## src/rtl/count_pwm.sv

```systemverilog
// count_pwm: PWM generator driven by an external free-running counter bus, with
// double-buffered duty. Define COUNT_PWM_COMPL_EN to add the complementary output pwm_n.
module count_pwm #(
  parameter int SIZE   = 8,
  parameter int PCNT_W = 16
) (
  input  logic              clk,
  input  logic              rst,
  input  logic [SIZE-1:0]   count,
  input  logic [SIZE-1:0]   duty,
  input  logic              duty_valid,
  output logic              duty_ready,
  output logic              pwm,
  output logic              period_start,
  output logic [PCNT_W-1:0] period_cnt
`ifdef COUNT_PWM_COMPL_EN
  ,
  output logic              pwm_n
`endif
);

  typedef enum logic {SYNC, RUN} state_t;

  localparam logic [PCNT_W-1:0] PCNT_MAX = '1;

  state_t          state, state_next;
  logic [SIZE-1:0] count_q, prev_q;
  logic [SIZE-1:0] pending, active_duty, duty_eff;
  logic            pend_full, wrap, accept, below;

  // Any decrease of the sampled counter marks a new period; a stall is not a wrap.
  assign wrap       = count_q < prev_q;
  assign duty_ready = !pend_full;
  assign accept     = duty_valid && duty_ready;
  assign duty_eff   = (wrap && pend_full) ? pending : active_duty;
  assign below      = count_q < duty_eff;

  always_comb begin
    state_next = state;
    case (state)
      SYNC:    if (wrap) state_next = RUN;
      RUN:     state_next = RUN;
      default: state_next = SYNC;
    endcase
  end

  always_ff @(posedge clk or posedge rst) begin
    if (rst) begin
      state   <= SYNC;
      count_q <= '0;
      prev_q  <= '0;
    end else begin
      state   <= state_next;
      count_q <= count;
      prev_q  <= count_q;
    end
  end

  // Transfer and accept are exclusive: accept needs an empty slot, transfer a full one.
  always_ff @(posedge clk or posedge rst) begin
    if (rst) begin
      pending     <= '0;
      active_duty <= '0;
      pend_full   <= 1'b0;
    end else if (wrap && pend_full) begin
      active_duty <= pending;
      pend_full   <= 1'b0;
    end else if (accept) begin
      pending   <= duty;
      pend_full <= 1'b1;
    end
  end

  always_ff @(posedge clk or posedge rst) begin
    if (rst) begin
      pwm          <= 1'b0;
      period_start <= 1'b0;
      period_cnt   <= '0;
    end else begin
      pwm          <= (state_next == RUN) && below;
      period_start <= wrap;
      if (wrap && (period_cnt != PCNT_MAX))
        period_cnt <= period_cnt + 1'b1;
    end
  end

`ifdef COUNT_PWM_COMPL_EN
  // Qualifying with the current pwm inserts one clock of dead time after each fall.
  always_ff @(posedge clk or posedge rst) begin
    if (rst)
      pwm_n <= 1'b0;
    else
      pwm_n <= (state_next == RUN) && !below && !pwm;
  end
`endif

endmodule

```

## config.mk

```make
export PLATFORM = sky130hd
export DESIGN_NAME = count_pwm
export DESIGN_NICKNAME = d
export VERILOG_FILES = /design/src/rtl/count_pwm.sv
export SDC_FILE = /design/constraint.sdc
export NUM_CORES = 1
export LEC_CHECK = 0
export ABC_AREA = 1
export CAP_MARGIN = 10
export CORE_ASPECT_RATIO = 1.25
export CORE_MARGIN = 2
export CORE_UTILIZATION = 40
export CTS_CLUSTER_SIZE = 40
export DETAILED_ROUTE_END_ITERATION = 6
export GPL_TIMING_DRIVEN = 0
export PLACE_DENSITY = 0.68
export RECOVER_POWER = 25
export SYNTH_ARGS = -nofsm -noshare
export SYNTH_HDL_FRONTEND = slang
export SYNTH_SLANG_ARGS = --single-unit
```

## constraint.sdc

```tcl
create_clock -name clk -period 2.4 [get_ports clk]
set_clock_uncertainty 0.15 [all_clocks]
set_input_delay 0.6 -clock clk [delete_from_list [all_inputs] [get_ports clk]]
set_output_delay 0.6 -clock clk [all_outputs]
set_load 0.1 [all_outputs]
```

* Yosys cells after proc, flatten, opt, wreduce, memory -nomap -nowiden
Cells that the tools add are included.
** Storage, ports and cells
- Input port bits :: 19
- Register bits after elaboration :: 52
- Output and inout port bits :: 19
- Word-level logic and storage cells :: 27
** Operators by class
- Order comparisons :: 2
- Add/subtract/negate cells :: 1
- Bitwise gates (word level) :: 2
- Equality and inequality tests :: 1
- Mux-type cells :: 5
- Reduce and logical (&&, ||, !) cells :: 7
** Operators with widths (count)
- $add 16x1->16 const B :: 1
- $lt 8x8->1 :: 2
- $ne 16x16->1 const B :: 1
- $mux 8 :: 1
- $logic_and 1x1->1 :: 4
- $mux 1 :: 3
- $not 1->1 :: 2
- $pmux 1 s2 :: 1
- $reduce_and 2->1 :: 1
- $reduce_bool 2->1 :: 1
- $logic_not 1->1 :: 1

* Depth between registers and ports, before layout
Gate-level depths: netlist of run 1.
- Depth after elaboration :: 5
- Depth in mapped cells :: 16

* Least setup slack after synthesis of run 1
Ideal clock, no wire load.
- Path type :: register to register
- Start :: register period_cnt[0]
- End :: register period_cnt[11]
- Data required time :: 2.086 ns
- Arrival :: 2.311 ns
- Path slack :: -0.225 ns
- Cell stages (with the launch flop) :: 10
- Path through :: dfrtp_1 ha_1 nand3_1 nor3_4 nand4_2 nand2_4 nor3_4 nand2_2 nor2_2 xor2_1
** On the way
- Cells in the longest elaborated chain, start to end :: 2
** RTL lines
- from (decl) :: line 15 : output logic [PCNT_W-1:0] period_cnt
- from (signal assigned) :: line 83 : period_cnt <= period_cnt + 1'b1;
- parallel branches: the longest is 2 deep, another holds $add 16x1->16
Several ways; the timed one is not identified.
A chain may end at the register's enable or synchronous reset.

* Worst setup path in the final report of run 1
- Start :: register count_q[3]
- End :: register pwm
** On the way
- Cells in the longest elaborated chain, start to end :: 5
** RTL lines
- from (decl) :: line 27 : logic [SIZE-1:0] count_q, prev_q;
- from (signal assigned) :: line 54 : count_q <= count;
- $lt 8x8->1 :: line 32 : assign wrap = count_q < prev_q;
- $logic_and 1x1->1 :: line 35 : assign duty_eff = (wrap && pend_full) ? pending : active_duty;
- $mux 8
- $lt 8x8->1 :: line 36 : assign below = count_q < duty_eff;
- $logic_and 1x1->1 (*) :: line 80 : pwm <= (state_next == RUN) && below;
- to (signal assigned) :: line 80
- to (decl) :: line 13 : output logic pwm,
Mark *: on every way between the ends. The rest lies on a longest branch, timed or not.

==> metrics, run 1 <==
run status=completed; Leak=between 1.5 and 2 nW; worst-path cell chain=ha_1 > nand2_1 > inv_1 > nand2_1 > nand2_2 > nand2_4 > nand3_4 > inv_4 > buf_6 > o21ai_2 > ha_1 > nand2_2 > o211ai_1 > a21oi_2; biggest area consumer among synthesized cells=dfrtp_1; Starting Density=0.4097; DRT Pass-1 Iters=4; RSZ-0062 raised after global routing=yes; wire per inst=13.61 µm; Die W=approximately 72 µm; crit start category=register; Least-Margin Pin Slew=963.1 ps; TritonCTS Buffers=5; Hold Path Class=register to register; CTS Sinks=52; Crit path arrival time=~2400 ps; initial antenna violation count=0; Yosys reg bits=52; total negative slack=0 ps; Max VDD drop=roughly 0.00086 V; fin nets=309; Synthesized Nets=254; largest cells by area after synthesis=dfrtp_1 (56%), ha_1 (8.0%), inv_1 (5.8%); total number of vias=1644; post-synthesis cell type count=27; f_max=roughly 0.42 GHz; H-tree Lvls=2; TritonCTS clock tree=built; area delta synth->final=35.57%; number of max-cap violations=0; Crit Path Max Fanout=6; Die ar.=0.006471 mm²; Rows=31; DRC=0; Final min period=2369 ps; Total Routing Usage GR=0.1438; mean post-synth cell area=10.62 µm²; vias in the first global route=1582; r2r startpoint=count_q[3]; area fraction of the dominant cell type after synthesis=0.5570; Synth Cell Area=0.002336 mm²; Top Family by Delay on Critical Path=adder cells; HPWL after DPL=between 3000 and 4000 µm; root buf cell=clkbuf_8; Rel. slew slack=0.3605; # IOs=38; Post-DRT Antenna Nets=0; CP max stage cell=dfrtp_1; antenna diode count=0; worst skew pair latency=300 ps; Syn Inst Count=220; WS Path Type=register to register; DIE HEIGHT=89.44 µm; Routability Congestion=about 0.76; # setup viols final=0; post-DR vias/cell=4.821; final core utilization=0.5554; PwrDens=1061 mW/mm²; Syn. warnings=0; Max Buffers Root-to-Sink=2; Crit path buffers/inverters=3; Final Hold Violating Endpoints=0; worst setup path start=count_q[3]; Seq/Total Area, Yosys=0.5570; clk slew on worst S/H paths=about 90 ps; first-pass GRT wire length=7051 µm; Req. time, crit path=2440 ps; routed wire length=4642 µm; largest net degree at the start of global routing=32; core area=0.005702 mm²; max incr delay on CP=roughly 400 ps; Layout fillers=roughly 500; Tcrit/Tclk final=0.9871; initial DRC count=54; element type at the critical path end=register; hold_sp=count_q[0]; Final Slew Violations=0; Congestion Overflow GR=0; Port Buffers=37; Overall Power=about 3.4 mW; share of layout cells above drive strength 1=0.2982
[kinds of logic (layout without fill, tap and decap cells)]
kind of cell               count (synthesis)  in the layout  synth area share
and+or+nand+nor                           72             73            0.1650
DFF                                       52             52            0.5570
buffers and inverters                     38             92           0.06213
AOI/OAI and AO/OA                         22             22           0.04928
adders and majority gates                 15             15           0.08034
xor gates and xnor gates                  14             14           0.05249
muxes                                      7              7           0.03375
[worst reg2reg max path, stage by stage, from the launching register on]
cell and delay [ps]:
dfrtp_1 400, ha_1 330, nand2_1 70, inv_1 40, nand2_1 60, nand2_2 60
nand2_4 110, nand3_4 120, inv_4 120, buf_6 120, o21ai_2 70, ha_1 290
nand2_2 50, o211ai_1 230, a21oi_2 40
[power breakdown]
part           internal, mW  switching [mW]  leakage (nW)
Clock                 0.410           0.275        0.0642
Sequential             1.09           0.145         0.615
Combinational         0.454           0.985         0.845
Total                  1.96            1.40          1.52
[metrics by stage]
step | instances | worst slack [ps] | instance area [µm²] | hold WS [ps]
floorplan | 220 | 13.00 | 2344 | 203.7
global placement | 323 | -801.9 | 2796 | 209.8
detailed placement | 324 | -358.2 | 2816 | 214.5
CTS | 331 | -193.2 | 2938 | 237.0
global route | 341 | -103.7 | 3167 | 250.4
finish | 341 | 30.98 | 3167 | 235.1
[sequential cells by signal (all words and copies together), names as in the netlist]
| register | count |
|---|---|
| pending | 8 |
| period_start | 1 |
| active_duty | 8 |
| pwm | 1 |
| count_q | 8 |
| pend_full | 1 |
| state | 1 |
| prev_q | 8 |
| period_cnt | 16 |
[synth_stat cells (all sizes together)]
master / number
mux2: 7
or2: 7
a21oi: 8
nor2: 8
nand4: 4
o211ai: 1
nand2: 38
and2: 2
xor2: 8
inv: 38
xnor2: 6
ha: 15
nand3: 5
dfrtp: 52
nor3: 6
nor4: 2
o21a: 1
o21ai: 12
[path summary, 6_finish.rpt]
| kind | end | slack [ps] | depth (start not counted) |
|---|---|---|---|
| max | pwm | 30 | 14 |
| min | prev_q[0] | 240 | 0 |
| max reg2reg | pwm | 30 | 14 |
| min reg2reg | prev_q[0] | 240 | 0 |
| max in group asynchronous | period_cnt[5] | 1080 | 3 |
| min in group asynchronous | pending[2] | 480 | 2 |
[layout by cell type (no fill, tap or decap), drive strengths merged, types with 7 or more instances in the layout]
master and instances:
dfrtp 52, inv 38, nand2 38, clkdlybuf4s50 18, ha 15, dlygate4sd2 13, o21ai 12, buf 10
xor2 8, a21oi 8, nor2 8, mux2 7, clkbuf 7, or2 7
[cell type report]
class,instances,area (µm²),area share
flip-flops and latches,52,1309,0.4133
multi-input cells,131,1059,0.3343
repair buffers,47,440.4,0.1391
inverters,38,147.6,0.04662
well taps,66,82.58,0.02608
clock buffers,5,68.82,0.02173
clock inverters,2,60.06,0.01896
[metal layers]
metal | track usage | wire, µm
met1 | 0.1646 | 1855
met2 | 0.2585 | 2507
met3 | 0.03946 | 224
met4 | 0.04803 | 55
met5 | 0 | 0
[repair_timing]
item                                    in CTS  in global routing
pin swaps                                    1                 20
resized for setup                           25                 46
gates cloned                                 0                  1
buffers inserted                             0                  9
hold buffers                                 0                  0
endpoints found under the setup margin      20                  7
Power figures use the tool's default switching activity.
==> run 2, diff against run 1 <==
- GPL_TIMING_DRIVEN: 0 -> 1
==> metrics, run 2 (synthesis gave the netlist of run 1 again) <==
CTS Sinks=52 (unchanged); clk slew on worst S/H paths=90 ps (about the same); f_max=0.4202 GHz (-0.46%); initial DRC count=93 (+72%); DIE HEIGHT=89.44 µm (unchanged); worst skew pair latency=310 ps (about the same); largest net degree at the start of global routing=53 (+66%); Rows=31 (unchanged); PwrDens=1074 mW/mm² (+1.2%); max incr delay on CP=420 ps (+20 ps); root buf cell=clkbuf_8; worst slack at placement=-145.2 ps (+213.0 ps); Reg with most FFs=period_cnt; first-pass GRT wire length=7596 µm (+7.7%); Final Slew Violations=0 (unchanged); Least-Margin Pin Slew=1270 ps (+307.2 ps); share of layout cells above drive strength 1=0.3831 (+0.08487); Congestion Overflow GR=0 (unchanged); WS Path Type=register to register; Port Buffers=37 (unchanged); run status=completed; Rel. slew slack=0.1531 (-0.2073); commonest non-fill, non-tap cell in the layout=dfrtp_1; hold_sp=count_q[0]; total negative slack=0 ps (unchanged); setup ws final=20.08 ps (-10.90 ps); wire per inst=13.58 µm (-0.27%); Die W=72.35 µm (unchanged); worst setup path start=count_q[7]; fin nets=328 (+6.1%); RSZ-0062 raised after global routing=yes; Die ar.=0.006471 mm² (unchanged); TritonCTS Buffers=5 (unchanged); Crit Path Max Fanout=8 (+2); # IOs=38 (unchanged); crit start category=register; # setup viols final=0 (unchanged); TritonCTS clock tree=built; HPWL after DPL=3239 µm (+1.1%); vias in the first global route=1666 (+5.3%); Tcrit/Tclk final=0.9916 (+0.004542); element type at the critical path end=register; Routability Congestion=0.8500 (+11%); Post-DRT Antenna Nets=0 (unchanged); Total Routing Usage GR=0.1556 (+0.01185); post-DR vias/cell=4.798 (-0.48%); DRC=0 (unchanged); Starting Density=0.4097 (unchanged); Hold Path Class=register to register; Final min period=2380 ps (+10.90 ps); antenna diode count=0 (unchanged); total number of vias=1732 (+5.4%); Largest register FFs=16 (unchanged); Max Buffers Root-to-Sink=2 (unchanged); Top Family by Delay on Critical Path=adder cells; number of max-cap violations=0 (unchanged); Max VDD drop=0.0008030 V (-6.5%); # hold bufs at CTS=0 (unchanged); CP max stage cell=dfrtp_1; commonest non-fill, non-tap cells in the layout=dfrtp_1 (46), buf_4 (40), inv_1 (33); Crit path buffers/inverters=2 (-1); Crit path arrival time=2480 ps (+70 ps); r2r startpoint=count_q[7]; Req. time, crit path=2500 ps (+60 ps); initial antenna violation count=0 (unchanged); core area=0.005702 mm² (unchanged); worst-path cell chain=ha_4 > nand2_1 > nor2_1 > nand2_4 > nand3_4 > inv_8 > buf_4 > o21ai_2 > ha_4 > a21oi_2 > o211ai_1 > a21oi_2; H-tree Lvls=2 (unchanged); routed wire length=4901 µm (+5.6%); area delta synth->final=40.17%; Final Hold Violating Endpoints=0 (unchanged); DRT Pass-1 Iters=6 (+2); Leak=1.583 nW (+3.9%)
[run 2: layout make-up]
type | count | area, µm²
repair buffers | 67 | 534.3
flip-flops and latches | 52 | 1309
clock inverters | 1 | 30.03
multi-input cells | 130 | 1070
well taps | 66 | 82.58
inverters | 38 | 152.6
fillers | 485 | 2427
clock buffers | 7 | 96.34
[run 2: path summary, 6_finish.rpt]
path,to,slack [ps],cells after the start
worst min-delay path,prev_q[0],240,0
min in group asynchronous,period_cnt[3],970,3
worst max register to register,pwm,20,12
max in group asynchronous,period_cnt[5],250,3
worst max-delay path,pwm,20,12
worst min register to register,prev_q[0],240,0
[run 2: per-layer routing]
metal	track usage	vias up	part of all wire
met5	0	-	0
met2	0.2736	41	0.54
met3	0.02818	9	0.036
met1	0.1844	832	0.40
li1	-	850	-
met4	0.07204	0	0.020
[run 2: through the flow]
stage,instances,instance area [µm²],utilization,total power [mW],hold WS (ps)
2_1_floorplan,220,2344,-,2.207,203.7
3_3_place_gp,340,2889,0.5067,2.591,208.4
3_5_place_dp,340,2889,0.5067,2.609,216.5
4_1_cts,351,3078,0.5398,3.330,238.5
5_1_grt,361,3274,0.5743,3.701,251.4
6_report,361,3274,0.5743,3.516,236.6
[run 2: power by group]
part	leakage [nW]	internal [mW]	switching, mW
Sequential	0.615	1.09	0.163
Clock	0.0645	0.368	0.287
Combinational	0.904	0.579	1.03
Total	1.58	2.04	1.48
[run 2: repair_timing]
action	4_1_cts	5_1_grt
hold endpoints to repair	0	0
buffers inserted	3	12
pin swaps	5	24
gates resized for setup	14	33
endpoints found under the setup margin	1	2
